<file path="src/rtl/image_row_streamer.sv">
// image_row_streamer
//   Pixel source for the 3x3 filter top. Reads an 8-bit grayscale image from a
//   1-cycle-latency RAM and streams it to the filter slave port: PRIME_ROWS rows
//   back-to-back after start, then one row per rising filter interrupt, then
//   FLUSH_ROWS rows of zeros (also one per interrupt).
//   Optional feature macro: STREAMER_TLAST_EN adds o_data_last, asserted with
//   o_data_valid on the last beat of every row.
module image_row_streamer #(
  parameter int unsigned IMG_WIDTH  = 512,
  parameter int unsigned IMG_HEIGHT = 512,
  parameter int unsigned PRIME_ROWS = 4,
  parameter int unsigned FLUSH_ROWS = 2,
  parameter int unsigned ADDR_W     = 18
) (
  input  logic              axi_clk,
  input  logic              axi_reset,
  input  logic              i_start,
  output logic              o_busy,
  output logic              o_done,
  output logic              o_err,
  output logic              o_rd_en,
  output logic [ADDR_W-1:0] o_rd_addr,
  input  logic [7:0]        i_rd_data,
  output logic              o_data_valid,
  output logic [7:0]        o_data,
  input  logic              i_data_ready,
`ifdef STREAMER_TLAST_EN
  output logic              o_data_last,
`endif
  input  logic              i_intr
);

  localparam int unsigned CNT_W = ADDR_W + 1;
  localparam int unsigned ROW_W = $clog2(IMG_HEIGHT + 1);
  localparam int unsigned FL_W  = $clog2(FLUSH_ROWS + 2);

  localparam logic [CNT_W-1:0] PRIME_LEN  = CNT_W'(PRIME_ROWS * IMG_WIDTH);
  localparam logic [CNT_W-1:0] ROW_LEN    = CNT_W'(IMG_WIDTH);
  localparam logic [ROW_W-1:0] ROWS_ALL   = ROW_W'(IMG_HEIGHT);
  localparam logic [ROW_W-1:0] ROWS_PRIME = ROW_W'(PRIME_ROWS);
  localparam logic [FL_W-1:0]  FLUSH_ALL  = FL_W'(FLUSH_ROWS);

  typedef enum logic [2:0] {
    S_IDLE,
    S_PRIME,
    S_WAIT,
    S_ROW,
    S_FWAIT,
    S_FLUSH,
    S_DONE
  } state_t;

  state_t r_state;
  state_t w_state_next;

  logic [ADDR_W-1:0] r_rd_addr;
  logic [CNT_W-1:0]  r_rd_cnt;
  logic [CNT_W-1:0]  r_beat_cnt;
  logic [ROW_W-1:0]  r_rows_sent;
  logic [FL_W-1:0]   r_flush_sent;

  logic              r_intr_q;
  logic              r_pending;
  logic              r_err;

  logic              r_inflight;
  logic [7:0]        r_fifo_mem [2];
  logic              r_wr_ptr;
  logic              r_rd_ptr;
  logic [1:0]        r_fifo_cnt;

  logic              w_start;
  logic              w_rd_state;
  logic [CNT_W-1:0]  w_burst_len;
  logic [2:0]        w_occupancy;
  logic              w_fifo_valid;
  logic [7:0]        w_fifo_data;
  logic              w_valid;
  logic [7:0]        w_data;
  logic              w_beat;
  logic              w_row_end;
  logic              w_last_beat;
  logic              w_rd_en;
  logic              w_fifo_push;
  logic              w_fifo_pop;
  logic              w_rise;
  logic              w_intr_window;
  logic              w_take_pending;

  // Datapath: skid-buffer output selection, beat detection and read issue.
  // When the buffer is empty the RAM output is forwarded directly so the first
  // pixel appears two cycles after start; an unaccepted forwarded pixel is
  // captured into the buffer, which keeps o_data stable during a stall.
  always_comb begin
    w_start       = 1'b0;
    w_rd_state    = 1'b0;
    w_burst_len   = ROW_LEN;
    w_occupancy   = '0;
    w_fifo_valid  = 1'b0;
    w_fifo_data   = '0;
    w_valid       = 1'b0;
    w_data        = '0;
    w_beat        = 1'b0;
    w_row_end     = 1'b0;
    w_last_beat   = 1'b0;
    w_rd_en       = 1'b0;
    w_fifo_push   = 1'b0;
    w_fifo_pop    = 1'b0;
    w_rise        = 1'b0;
    w_intr_window = 1'b0;

    w_start     = (r_state == S_IDLE) && i_start;
    w_rd_state  = (r_state == S_PRIME) || (r_state == S_ROW);
    w_burst_len = (r_state == S_PRIME) ? PRIME_LEN : ROW_LEN;
    w_occupancy = {1'b0, r_fifo_cnt} + {2'b00, r_inflight};

    w_fifo_valid = (r_fifo_cnt != 2'd0) || r_inflight;
    w_fifo_data  = (r_fifo_cnt != 2'd0) ? r_fifo_mem[r_rd_ptr] : i_rd_data;

    if (r_state == S_FLUSH) begin
      w_valid = 1'b1;
      w_data  = '0;
    end else if (w_fifo_valid) begin
      w_valid = 1'b1;
      w_data  = w_fifo_data;
    end

    w_beat      = w_valid && i_data_ready;
    w_row_end   = (r_beat_cnt == w_burst_len - 1'b1);
    w_last_beat = w_beat && w_row_end;

    w_rd_en = w_rd_state && (r_rd_cnt < w_burst_len) && (w_occupancy < 3'd2);

    w_fifo_pop  = w_beat && (r_fifo_cnt != 2'd0);
    w_fifo_push = r_inflight && !(w_beat && (r_fifo_cnt == 2'd0));

    w_rise        = i_intr && !r_intr_q;
    w_intr_window = (r_state == S_WAIT) || (r_state == S_ROW) ||
                    (r_state == S_FWAIT) || (r_state == S_FLUSH);
  end

  // Next-state logic; also flags when the pending interrupt is consumed.
  always_comb begin
    w_state_next   = r_state;
    w_take_pending = 1'b0;
    case (r_state)
      S_IDLE: begin
        if (i_start) w_state_next = S_PRIME;
      end
      S_PRIME: begin
        if (w_last_beat) w_state_next = S_WAIT;
      end
      S_WAIT: begin
        if (r_rows_sent == ROWS_ALL) begin
          w_state_next = S_FWAIT;
        end else if (r_pending) begin
          w_state_next   = S_ROW;
          w_take_pending = 1'b1;
        end
      end
      S_ROW: begin
        if (w_last_beat) w_state_next = S_WAIT;
      end
      S_FWAIT: begin
        if (r_flush_sent == FLUSH_ALL) begin
          w_state_next = S_DONE;
        end else if (r_pending) begin
          w_state_next   = S_FLUSH;
          w_take_pending = 1'b1;
        end
      end
      S_FLUSH: begin
        if (w_last_beat) w_state_next = S_FWAIT;
      end
      S_DONE: begin
        w_state_next = S_IDLE;
      end
      default: begin
        w_state_next = S_IDLE;
      end
    endcase
  end

  // State register.
  always_ff @(posedge axi_clk) begin
    if (axi_reset) r_state <= S_IDLE;
    else           r_state <= w_state_next;
  end

  // Read address, per-burst read/beat counters and row/flush progress.
  always_ff @(posedge axi_clk) begin
    if (axi_reset) begin
      r_rd_addr    <= '0;
      r_rd_cnt     <= '0;
      r_beat_cnt   <= '0;
      r_rows_sent  <= '0;
      r_flush_sent <= '0;
    end else if (w_start) begin
      r_rd_addr    <= '0;
      r_rd_cnt     <= '0;
      r_beat_cnt   <= '0;
      r_rows_sent  <= '0;
      r_flush_sent <= '0;
    end else begin
      if (w_rd_en) begin
        r_rd_addr <= r_rd_addr + 1'b1;
        r_rd_cnt  <= r_rd_cnt + 1'b1;
      end
      if (w_beat) r_beat_cnt <= r_beat_cnt + 1'b1;
      // The burst closes on acceptance of its last beat; all reads of the
      // burst have been issued and consumed by then.
      if (w_last_beat) begin
        r_rd_cnt   <= '0;
        r_beat_cnt <= '0;
        case (r_state)
          S_PRIME: r_rows_sent  <= ROWS_PRIME;
          S_ROW:   r_rows_sent  <= r_rows_sent + 1'b1;
          S_FLUSH: r_flush_sent <= r_flush_sent + 1'b1;
          default: ;
        endcase
      end
    end
  end

  // Two-entry skid buffer plus the read-in-flight marker.
  always_ff @(posedge axi_clk) begin
    if (axi_reset) begin
      r_inflight <= 1'b0;
      r_wr_ptr   <= 1'b0;
      r_rd_ptr   <= 1'b0;
      r_fifo_cnt <= '0;
      for (int unsigned i = 0; i < 2; i++) r_fifo_mem[i] <= '0;
    end else begin
      r_inflight <= w_rd_en;
      if (w_fifo_push) begin
        r_fifo_mem[r_wr_ptr] <= i_rd_data;
        r_wr_ptr             <= ~r_wr_ptr;
      end
      if (w_fifo_pop) r_rd_ptr <= ~r_rd_ptr;
      case ({w_fifo_push, w_fifo_pop})
        2'b10:   r_fifo_cnt <= r_fifo_cnt + 1'b1;
        2'b01:   r_fifo_cnt <= r_fifo_cnt - 1'b1;
        default: ;
      endcase
    end
  end

  // Interrupt edge detect, one-deep pending request and sticky overrun flag.
  always_ff @(posedge axi_clk) begin
    if (axi_reset) begin
      r_intr_q  <= 1'b0;
      r_pending <= 1'b0;
      r_err     <= 1'b0;
    end else begin
      r_intr_q <= i_intr;
      if (w_start) begin
        r_pending <= 1'b0;
        r_err     <= 1'b0;
      end else if (w_rise && w_intr_window) begin
        // A rise in the same cycle the pending request is consumed becomes the
        // new request rather than an overrun.
        if (r_pending && !w_take_pending) r_err <= 1'b1;
        r_pending <= 1'b1;
      end else if (w_take_pending) begin
        r_pending <= 1'b0;
      end
    end
  end

  assign o_busy       = (r_state != S_IDLE) && (r_state != S_DONE);
  assign o_done       = (r_state == S_DONE);
  assign o_err        = r_err;
  assign o_rd_en      = w_rd_en;
  assign o_rd_addr    = r_rd_addr;
  assign o_data_valid = w_valid;
  assign o_data       = w_data;
`ifdef STREAMER_TLAST_EN
  assign o_data_last  = w_valid && w_row_end;
`endif

endmodule

</file>
<file path="config.mk">
export PLATFORM = sky130hd
export DESIGN_NAME = image_row_streamer
export DESIGN_NICKNAME = d
export VERILOG_FILES = /design/src/rtl/image_row_streamer.sv
export SDC_FILE = /design/constraint.sdc
export NUM_CORES = 1
export LEC_CHECK = 0
export CAP_MARGIN = 20
export CORE_ASPECT_RATIO = 0.7
export CORE_UTILIZATION = 45
export DETAILED_ROUTE_END_ITERATION = 10
export PLACE_DENSITY_LB_ADDON = 0.25
export SKIP_LAST_GASP = 1
export SLEW_MARGIN = 20
export SYNTH_ARGS = -nofsm -noshare
export SYNTH_HDL_FRONTEND = slang
export SYNTH_SLANG_ARGS = --single-unit
</file>
<file path="constraint.sdc">
create_clock -name axi_clk -period 4.2 [get_ports axi_clk]
set_clock_uncertainty 0.05 [all_clocks]
set_input_delay 1.26 -clock axi_clk [delete_from_list [all_inputs] [get_ports axi_clk]]
set_output_delay 1.26 -clock axi_clk [all_outputs]
set_load 0.1 [all_outputs]
</file>
==> results.json, run 1 <==
{
  "rows": 30,
  "post_drt_wl_per_cell_um": 14.9,
  "crit_path_max_incr_delay_ns": 0.43,
  "die_h_um": 86.6,
  "fin_tns_setup_ns": 0,
  "coreArea_sq_mm": 0.00983,
  "startpoint_type": "flop",
  "grt_pass1_vias": 3470,
  "worstPathRequired_ns": 2.89,
  "grt_setup_unrepaired": "no",
  "cts_sinks": 96,
  "slowest_stage": "dfxtp_1",
  "netlist.area_leader.share": 0.348,
  "grt_pass1_wl_mm": 16.7,
  "post_cts_buffers": 0,
  "htree_levels": 3,
  "synth_area_per_cell_sq_um": 9.10,
  "hpwl_mm": 6.87,
  "yosys-top-cells-area": "dfxtp_1 35%, edfxtp_1 10%, xor2_1 4.8%, nor2_1 4.6%, nand3_1 3.3%",
  "tightest_slew_ns": 0.978,
  "cts_tree": "done",
  "clkPwrFrac": 0.302,
  "vias": 3789,
  "regToRegSetupSlack_ns": 0.86,
  "nNetsFinal": 565,
  "fmax_mhz": 253,
  "synth_top_area_cell": "dfxtp_1",
  "insertion_delay_ns": 0.34,
  "gp_congestion": 0.818,
  "yosys_register_bits": 96,
  "synth_nets": 527,
  "io_pins": 44,
  "synth.distinct_cells": 55,
  "postSynthCellCount": 506,
  "setup_viol": 0,
  "fin_cells": 677,
  "grt_max_degree": 30,
  "drt-total-wl_mm": 10.1,
  "initial_core_util": 0.468,
  "cts_buffers": 9,
  "ant_nets": 0,
  "root_buffer": "clkbuf_16",
  "worstSetupPathType": "reg2out",
  "synth_seq_area_share": 0.452,
  "vias_per_cell": 5.60,
  "ir_drop_mv": 0.561,
  "synth_warnings": 0,
  "place_inst": 661,
  "hold_path.class": "reg2reg",
  "drc": 0,
  "crit_arrival_ns": 2.63,
  "synth_edf_count": 16,
  "drv_cap": 0,
  "drv_slew": 0,
  "gr-total-overflow": 0,
  "powerDensity_mw_per_mm2": 523,
  "drtIter0Drc": 261,
  "ctsResizeCount": 0,
  "die-area_sq_mm": 0.0106,
  "cts.path.max_buffers": 2,
  "grt_antenna_before_repair": 0,
  "clk_pin_slew_ns": 0.07,
  "post-route-period-util": 0.939,
  "p_int_w": 0.00183,
  "async_flop_share": 0,
  "pwr-share-comb": 0.341,
  "finalCriticalPeriod_ns": 3.94,
  "syn_to_final_growth_pct": 20.7,
  "groute.usage.overall": 0.202,
  "die_x_um": 123,
  "status": "finished clean",
  "cts-hold-fix-buffers": 0,
  "p_seq_frac": 0.357,
  "drive_above_1_share": 0.0965,
  "firstDrtPassIters": 4,
  "cp_max_fo": 13,
  "finalHoldWorstSlack_ns": 0.422,
  "p_leak_nw": 2.00,
  "diodes": 0,
  "path_cells": "nor3b_2 > inv_1 > ha_1 > nor4_1 > nand4_1 > nor2_2 > buf_12",
  "crit_path_end_kind": "primary output",
  "synthFlopType": "dfxtp_1",
  "port_buffers": 43,
  "syn_area_sq_mm": 0.00460,
  "swShare": 0.370,
  "max_slew_margin": 0.346,
  "hold_viol": 0,
  "p_sw_w": 0.00108
}
[state kept, by name, summed over array words and instances (netlist names), 2 cells and up, named ones only]
register,flops
r_beat_cnt,19
o_rd_addr,18
r_rd_cnt,19
r_rows_sent,10
r_flush_sent,2
r_state,3
r_fifo_mem,16
r_fifo_cnt,2
[layout by cell type, fill, tap and decap left out, drive strengths merged, types with 3 or more instances in the layout]
cell type | Yosys | layout
a211oi | 9 | 9
or4 | 9 | 9
o21ai | 21 | 21
ha | 8 | 8
nand2b | 5 | 5
buf | 10 | 21
and3 | 14 | 14
nand4 | 20 | 20
nor4 | 5 | 5
inv | 14 | 14
xor2 | 25 | 25
nand3 | 30 | 30
o31ai | 6 | 6
edfxtp | 16 | 16
nor3 | 15 | 15
and2 | 23 | 23
clkdlybuf4s50 | 0 | 30
mux2i | 11 | 11
a31o | 3 | 3
nand4b | 4 | 4
nor2 | 58 | 58
a31oi | 4 | 4
and4 | 8 | 8
or2 | 4 | 4
or3 | 10 | 10
dfxtp | 80 | 80
clkbuf | 14 | 11
nand2 | 21 | 21
xnor2 | 14 | 14
a21oi | 26 | 26
[metal layers]
layer / global-route usage / vias to the layer above / part of all wire
met5: 0 / - / 0
met4: 0.0576 / 0 / 0.0069
met2: 0.294 / 72 / 0.44
li1: - / 1905 / -
met3: 0.0507 / 7 / 0.040
met1: 0.294 / 1805 / 0.52
[cells by family after synthesis]
logic type / count (synthesis) / share of synthesized area
AO/OA/AOI/OAI: 79 / 0.107
XOR/XNOR: 39 / 0.0742
adder cells (fa/ha/maj): 8 / 0.0217
buffers and inverters: 38 / 0.0342
flip-flops: 96 / 0.452
multiplexers: 12 / 0.0264
AND/OR/NAND/NOR: 234 / 0.284
[critical path: cells and delay by family, from the launching register on]
kind	cells	cell delay, ns
adders and majority gates	1	0.19
buffers and inverters	2	0.34
DFF	1	0.43
and+or+nand+nor	4	1.33
[synth_stat cells, types with 6 or more instances]
cell and n:
o21ai_0 18, nand4_1 20, xor2_1 25, inv_1 14
or3_1 10, nor3_1 15, edfxtp_1 16, dfxtp_1 80
nand2_1 21, nor2_1 57, and3_1 14, and2_1 23
buf_2 6, clkbuf_1 14, a211oi_1 8, ha_1 8
xnor2_1 14, mux2i_1 11, a21oi_1 25, nand3_1 30
and4_1 8, or4_1 7
[stage by stage]
| step | worst slack (ns) | utilization | cell area, sq um | power, W |
|---|---|---|---|---|
| floorplan | -0.666 | - | 4610 | 0.00175 |
| global placement | 0.490 | 0.532 | 5230 | 0.00203 |
| detailed placement | 0.453 | 0.532 | 5230 | 0.00204 |
| CTS | 0.236 | 0.565 | 5560 | 0.00292 |
| global route | 0.0974 | 0.565 | 5560 | 0.00304 |
| finish | 0.255 | 0.565 | 5560 | 0.00291 |
[power groups by stage]
stage	Sequential [W]	Clock, W	Combinational (W)
finish	0.00104	0.000877	0.000991
global route	0.00105	0.000946	0.00104
CTS	0.00104	0.000897	0.000989
detailed placement	0.00106	0	0.000985
global placement	0.00106	0	0.000975
floorplan	0.00107	0	0.000678
[worst paths after layout]
| check | start | to | cells after the start |
|---|---|---|---|
| max | r_state[1] | o_rd_en | 7 |
| min | o_err | o_err | 2 |
| max reg2reg | r_state[1] | o_rd_addr[17] | 8 |
| min reg2reg | o_err | o_err | 2 |
[area by class of cell]
cell class,count,area [sq um]
timing repair buffer,51,571
inverter,14,52.6
sequential,96,2080
fill,887,4280
clock inverter,5,80.1
clock buffer,11,243
multi-input combinational,372,2370
tap,128,160
(Power assumes the default switching activity.)
==> run 2, diff against run 1 <==
--- a/config.mk
+++ b/config.mk
@@ -7,6 +7,7 @@
 export LEC_CHECK = 0
 export CAP_MARGIN = 20
 export CORE_ASPECT_RATIO = 0.7
+export CORE_MARGIN = 5
 export CORE_UTILIZATION = 45
 export DETAILED_ROUTE_END_ITERATION = 10
 export PLACE_DENSITY_LB_ADDON = 0.25
==> run 2 against run 1 <==
  * Global-route usage fell by 2.2 points
  * Sequential power hardly changed
  * Hold slack worse by 0.0067 ns
  * Final cell count increased by 0.15%
  * Routed wire length up 4.3%
  * Die area rose by 16%
  * Sequential share of layout area rose by 0.14 points
  * Highest routed layer unchanged
==> results.json, run 2 (synthesized netlist as in run 1, its figures left out) <==
{
  "crit_arrival_ns": 2.46,
  "cts_sinks": 96,
  "coreArea_sq_mm": 0.00983,
  "cts_tree": "done",
  "setup_viol": 0,
  "powerDensity_mw_per_mm2": 515,
  "fillerInstances": 874,
  "cp_max_fo": 6,
  "firstDrtPassIters": 4,
  "grt_pass1_vias": 3759,
  "ir_drop_mv": 0.369,
  "fmax_mhz": 265,
  "max_slew_margin": 0.349,
  "regToRegSetupSlack_ns": 1.03,
  "p_leak_nw": 1.99,
  "groute.usage.overall": 0.181,
  "clk_pin_slew_ns": 0.07,
  "ctsResizeCount": 0,
  "r2r_cells": 8,
  "htree_levels": 3,
  "vias": 3828,
  "status": "finished clean",
  "crit_path_end_kind": "primary output",
  "hpwl_mm": 7.30,
  "cts-hold-fix-buffers": 0,
  "io_pins": 44,
  "drc": 0,
  "initial_core_util": 0.468,
  "grt_setup_unrepaired": "no",
  "seq_area_sq_mm": 0.00208,
  "root_buffer": "clkbuf_16",
  "multiInputGateArea_sq_mm": 0.00237,
  "reg2reg_from": "r_state[1]",
  "drv_cap": 0,
  "final_common_cell": "dfxtp_1",
  "die-area_sq_mm": 0.0124,
  "drive_above_1_share": 0.0964,
  "whs_endpoint": "o_err",
  "regToRegEndpoint": "o_rd_addr[17]",
  "insertion_delay_ns": 0.34,
  "final_cell_mix": "80 x dfxtp_1, 56 x nor2_1, 30 x nand3_1, 30 x clkdlybuf4s50_1",
  "cts.path.max_buffers": 2,
  "setup_ws_ns": 0.427,
  "tightest_slew_ns": 0.974,
  "drt-total-wl_mm": 10.5,
  "ant_nets": 0,
  "syn_to_final_growth_pct": 20.2,
  "post_drt_wl_per_cell_um": 15.6,
  "worstSetupPathType": "reg2out",
  "post-route-period-util": 0.898,
  "vias_per_cell": 5.65,
  "startpoint_type": "flop",
  "finalHoldWorstSlack_ns": 0.416,
  "die_h_um": 94.6,
  "hold_viol": 0,
  "hold_path.class": "reg2reg",
  "drv_slew": 0,
  "die_x_um": 131,
  "diodes": 0,
  "hp-start": "o_err",
  "gp_congestion": 0.792,
  "drtIter0Drc": 357,
  "gr-total-overflow": 0,
  "grt_max_degree": 30,
  "rows": 30,
  "nNetsFinal": 566,
  "port_buffers": 43,
  "holdPathStages": 2,
  "dpl_worst_slack_ns": 0.427,
  "finalCriticalPeriod_ns": 3.77,
  "cts_buffers": 9,
  "grt_pass1_wl_mm": 17.9,
  "worstPathRequired_ns": 2.89,
  "grt_antenna_before_repair": 0,
  "post_cts_buffers": 0
}
-- run 2: metrics by stage --
step	cell area [sq um]	cells	TNS, ns	utilization	total power, W
2_1_floorplan	4610	506	-5.33	-	0.00175
3_3_place_gp	5240	662	0	0.533	0.00204
3_5_place_dp	5240	662	0	0.533	0.00206
4_1_cts	5540	678	0	0.563	0.00287
5_1_grt	5540	678	0	0.563	0.00298
6_report	5540	678	0	0.563	0.00285
-- run 2: power breakdown --
group / leakage (nW) / internal (W) / switching [W]
clock network: 0.137 / 0.000461 / 0.000354
registers: 0.812 / 0.000986 / 0.0000471
logic: 1.04 / 0.000311 / 0.000693
-- run 2: layout make-up --
type                       instances  share of cell area
multi-input combinational        372               0.428
clock inverter                     7              0.0127
sequential                        96               0.376
timing repair buffer              52               0.104
inverter                          14             0.00949
clock buffer                       9              0.0407
tap                              128              0.0289
-- run 2: how the worst max path moves through the flow --
stage	end	from	cells after the start	slack, ns
after global routing	o_rd_en	r_state[1]	7	0.18
after CTS	o_rd_en	r_state[1]	7	0.40
final	o_rd_en	r_state[1]	7	0.43
after detailed placement	o_data[7]	i_rd_data[7]	4	0.43
after floorplan	o_data[5]	i_rd_data[5]	2	-0.67
after global placement	o_data[1]	i_rd_data[1]	4	0.50
-- run 2: routing by layer --
metal | track usage | vias up | part of all wire
li1 | - | 1914 | -
met4 | 0.0548 | 0 | 0.016
met1 | 0.255 | 1814 | 0.50
met2 | 0.272 | 85 | 0.44
met5 | 0 | - | 0
met3 | 0.0458 | 15 | 0.045
-- run 2: critical path, cell delays in order (launching register included) --
cell and delay [ns]:
dfxtp_1 0.32, nor3b_2 0.37, inv_1 0.11, ha_1 0.19, nor4_1 0.30, nand4_1 0.21, nor2_2 0.39, buf_12 0.23
==> run 3, diff against run 2 <==
--- a/config.mk
+++ b/config.mk
@@ -6,7 +6,7 @@
 export NUM_CORES = 1
 export LEC_CHECK = 0
 export CAP_MARGIN = 20
-export CORE_ASPECT_RATIO = 0.7
+export CORE_ASPECT_RATIO = 1.75
 export CORE_MARGIN = 5
 export CORE_UTILIZATION = 45
 export DETAILED_ROUTE_END_ITERATION = 10
==> constraint.sdc (replaced) <==
create_clock -name axi_clk -period 4.4 [get_ports axi_clk]
set_clock_uncertainty 0.05 [all_clocks]
set_input_delay 1.32 -clock axi_clk [delete_from_list [all_inputs] [get_ports axi_clk]]
set_output_delay 1.32 -clock axi_clk [all_outputs]
set_load 0.1 [all_outputs]
==> run 3 against run 2 <==
  * Hold slack improved by 0.014 ns
  * Critical path depth did not move
  * Cell area rose by 0.57%
  * Sequential cell count did not move
  * Via count fell by 0.57%
  * Register-to-register slack improved by 0.05 ns
  * Sequential share of layout area fell by 0.21 points
  * Clock power rose by 10%
  * First-iteration DRC count fell by 48%
  * Sequential power fell by 4%
  * Utilization fell by 1.6 points
  * Worst setup slack improved by 0.086 ns
  * Critical endpoint unchanged
==> results.json, run 3 (synthesized netlist as in run 1, its figures left out) <==
{
  "max_slew_margin": 0.345,
  "r2r_cells": 8,
  "reg2reg_from": "r_state[2]",
  "p_leak_nw": 2.01,
  "io_pins": 44,
  "cts.path.max_buffers": 2,
  "cts_sinks": 96,
  "coreArea_sq_mm": 0.0102,
  "final_cell_mix": "80 x dfxtp_1, 57 x nor2_1, 31 x clkdlybuf4s50_1",
  "drive_above_1_share": 0.0931,
  "setup_viol": 0,
  "post_drt_wl_per_cell_um": 15.1,
  "drc": 0,
  "root_buffer": "clkbuf_16",
  "drt-total-wl_mm": 10.2,
  "grt_setup_unrepaired": "no",
  "drtIter0Drc": 186,
  "fmax_mhz": 257,
  "cp_max_fo": 15,
  "path_cells": "nor3b_2 > inv_1 > ha_1 > nor4_1 > nand4_1 > nor2_1 > buf_12",
  "gr-total-overflow": 0,
  "final_common_cell": "dfxtp_1",
  "groute.usage.overall": 0.173,
  "vias_per_cell": 5.64,
  "powerDensity_mw_per_mm2": 509,
  "hpwl_mm": 7.32,
  "grt_pass1_vias": 3819,
  "drv_slew": 0,
  "crit_arrival_ns": 2.52,
  "firstDrtPassIters": 4,
  "grt_pass1_wl_mm": 17.4,
  "syn_to_final_growth_pct": 20.9,
  "initial_core_util": 0.452,
  "clk_pin_slew_ns": 0.07,
  "grt_antenna_before_repair": 0,
  "post-route-period-util": 0.883,
  "stdcell_area_sq_mm": 0.00557,
  "htree_levels": 3,
  "insertion_delay_ns": 0.34,
  "die_h_um": 144,
  "crit_path_end_kind": "primary output",
  "gp_congestion": 0.771,
  "finalCriticalPeriod_ns": 3.89,
  "rows": 49,
  "ir_drop_mv": 0.454,
  "worstPathRequired_ns": 3.03,
  "grt_max_degree": 30,
  "diodes": 0,
  "regToRegEndpoint": "o_rd_addr[17]",
  "fillerInstances": 953,
  "ant_nets": 0,
  "port_buffers": 43,
  "die_x_um": 86.5,
  "vias": 3806,
  "die-area_sq_mm": 0.0124,
  "crit_family": "simple AND/OR/NAND/NOR gates",
  "drv_cap": 0,
  "hold_viol": 0,
  "cts-hold-fix-buffers": 0,
  "critPathBufInv": 2,
  "multiInputGateArea_sq_mm": 0.00236,
  "startpoint_type": "flop",
  "finalHoldWorstSlack_ns": 0.429,
  "tightest_slew_ns": 0.979,
  "nNetsFinal": 564,
  "status": "finished clean",
  "crit_path_max_incr_delay_ns": 0.46,
  "cts_buffers": 9,
  "slowest_stage": "dfxtp_1",
  "placed_cell_area_sq_mm": 0.00522,
  "holdPathStages": 2,
  "hp-start": "r_beat_cnt[1]",
  "cts_tree": "done",
  "whs_endpoint": "r_beat_cnt[1]",
  "worstSetupPathType": "reg2out",
  "ctsResizeCount": 0,
  "post_cts_buffers": 0,
  "hold_path.class": "reg2reg",
  "regToRegSetupSlack_ns": 1.08,
  "seq_area_sq_mm": 0.00208
}
-- run 3: changes by cell type in the layout (fill, tap and decap cells not counted), sizes merged --
cell,previous run,this run
bufinv,1,3
buf,22,19
clkdlybuf4s50,30,31
clkinv,3,2
inv,15,16
clkinvlp,2,0
-- run 3: report_power, final --
| group | total, W | switching, W | internal (W) |
|---|---|---|---|
| Combinational | 0.000944 | 0.000646 | 0.000299 |
| Clock | 0.000897 | 0.000339 | 0.000558 |
| Sequential | 0.000990 | 0.0000492 | 0.000941 |
| Total | 0.00283 | 0.00103 | 0.00180 |
-- run 3: tightest hold or removal path, stage by stage (launching register included) --
cell	delay [ns]
dfxtp_1	0.33
nand2_1	0.06
a21oi_1	0.05
-- run 3: per-layer routing --
layer  GRT usage  wire length [um]  up-vias
met5           0                 0        -
met4      0.0722               250        0
met3      0.0344               312       15
met2       0.323              5490       54
met1       0.186              4160     1841
li1            -                 -     1896
-- run 3: final cells by class --
| class | instances | area share |
|---|---|---|
| inverter | 14 | 0.00944 |
| clock inverter | 7 | 0.0211 |
| sequential | 96 | 0.374 |
| multi-input combinational | 372 | 0.425 |
| timing repair buffer | 50 | 0.102 |
| tap | 127 | 0.0285 |
| clock buffer | 9 | 0.0405 |
-- run 3: how the worst max path moves through the flow --
stage / to / startpoint / slack (ns) / cells after the start
after global routing: o_rd_en / r_state[2] / 0.34 / 7
after floorplan: o_data[5] / i_rd_data[5] / -0.59 / 2
final: o_rd_en / r_state[2] / 0.51 / 7
after detailed placement: o_data[1] / i_rd_data[1] / 0.49 / 4
after CTS: o_data[1] / i_rd_data[1] / 0.48 / 4
after global placement: o_data[0] / i_rd_data[0] / 0.57 / 4
-- run 3: through the flow --
step | TNS [ns] | utilization | power, W | cells | worst slack, ns
after floorplan | -4.69 | - | 0.00167 | 506 | -0.586
after global placement | 0 | 0.513 | 0.00194 | 659 | 0.566
after detailed placement | 0 | 0.513 | 0.00196 | 659 | 0.490
after CTS | 0 | 0.547 | 0.00286 | 675 | 0.482
after global routing | 0 | 0.547 | 0.00297 | 675 | 0.336
final | 0 | 0.547 | 0.00283 | 675 | 0.513
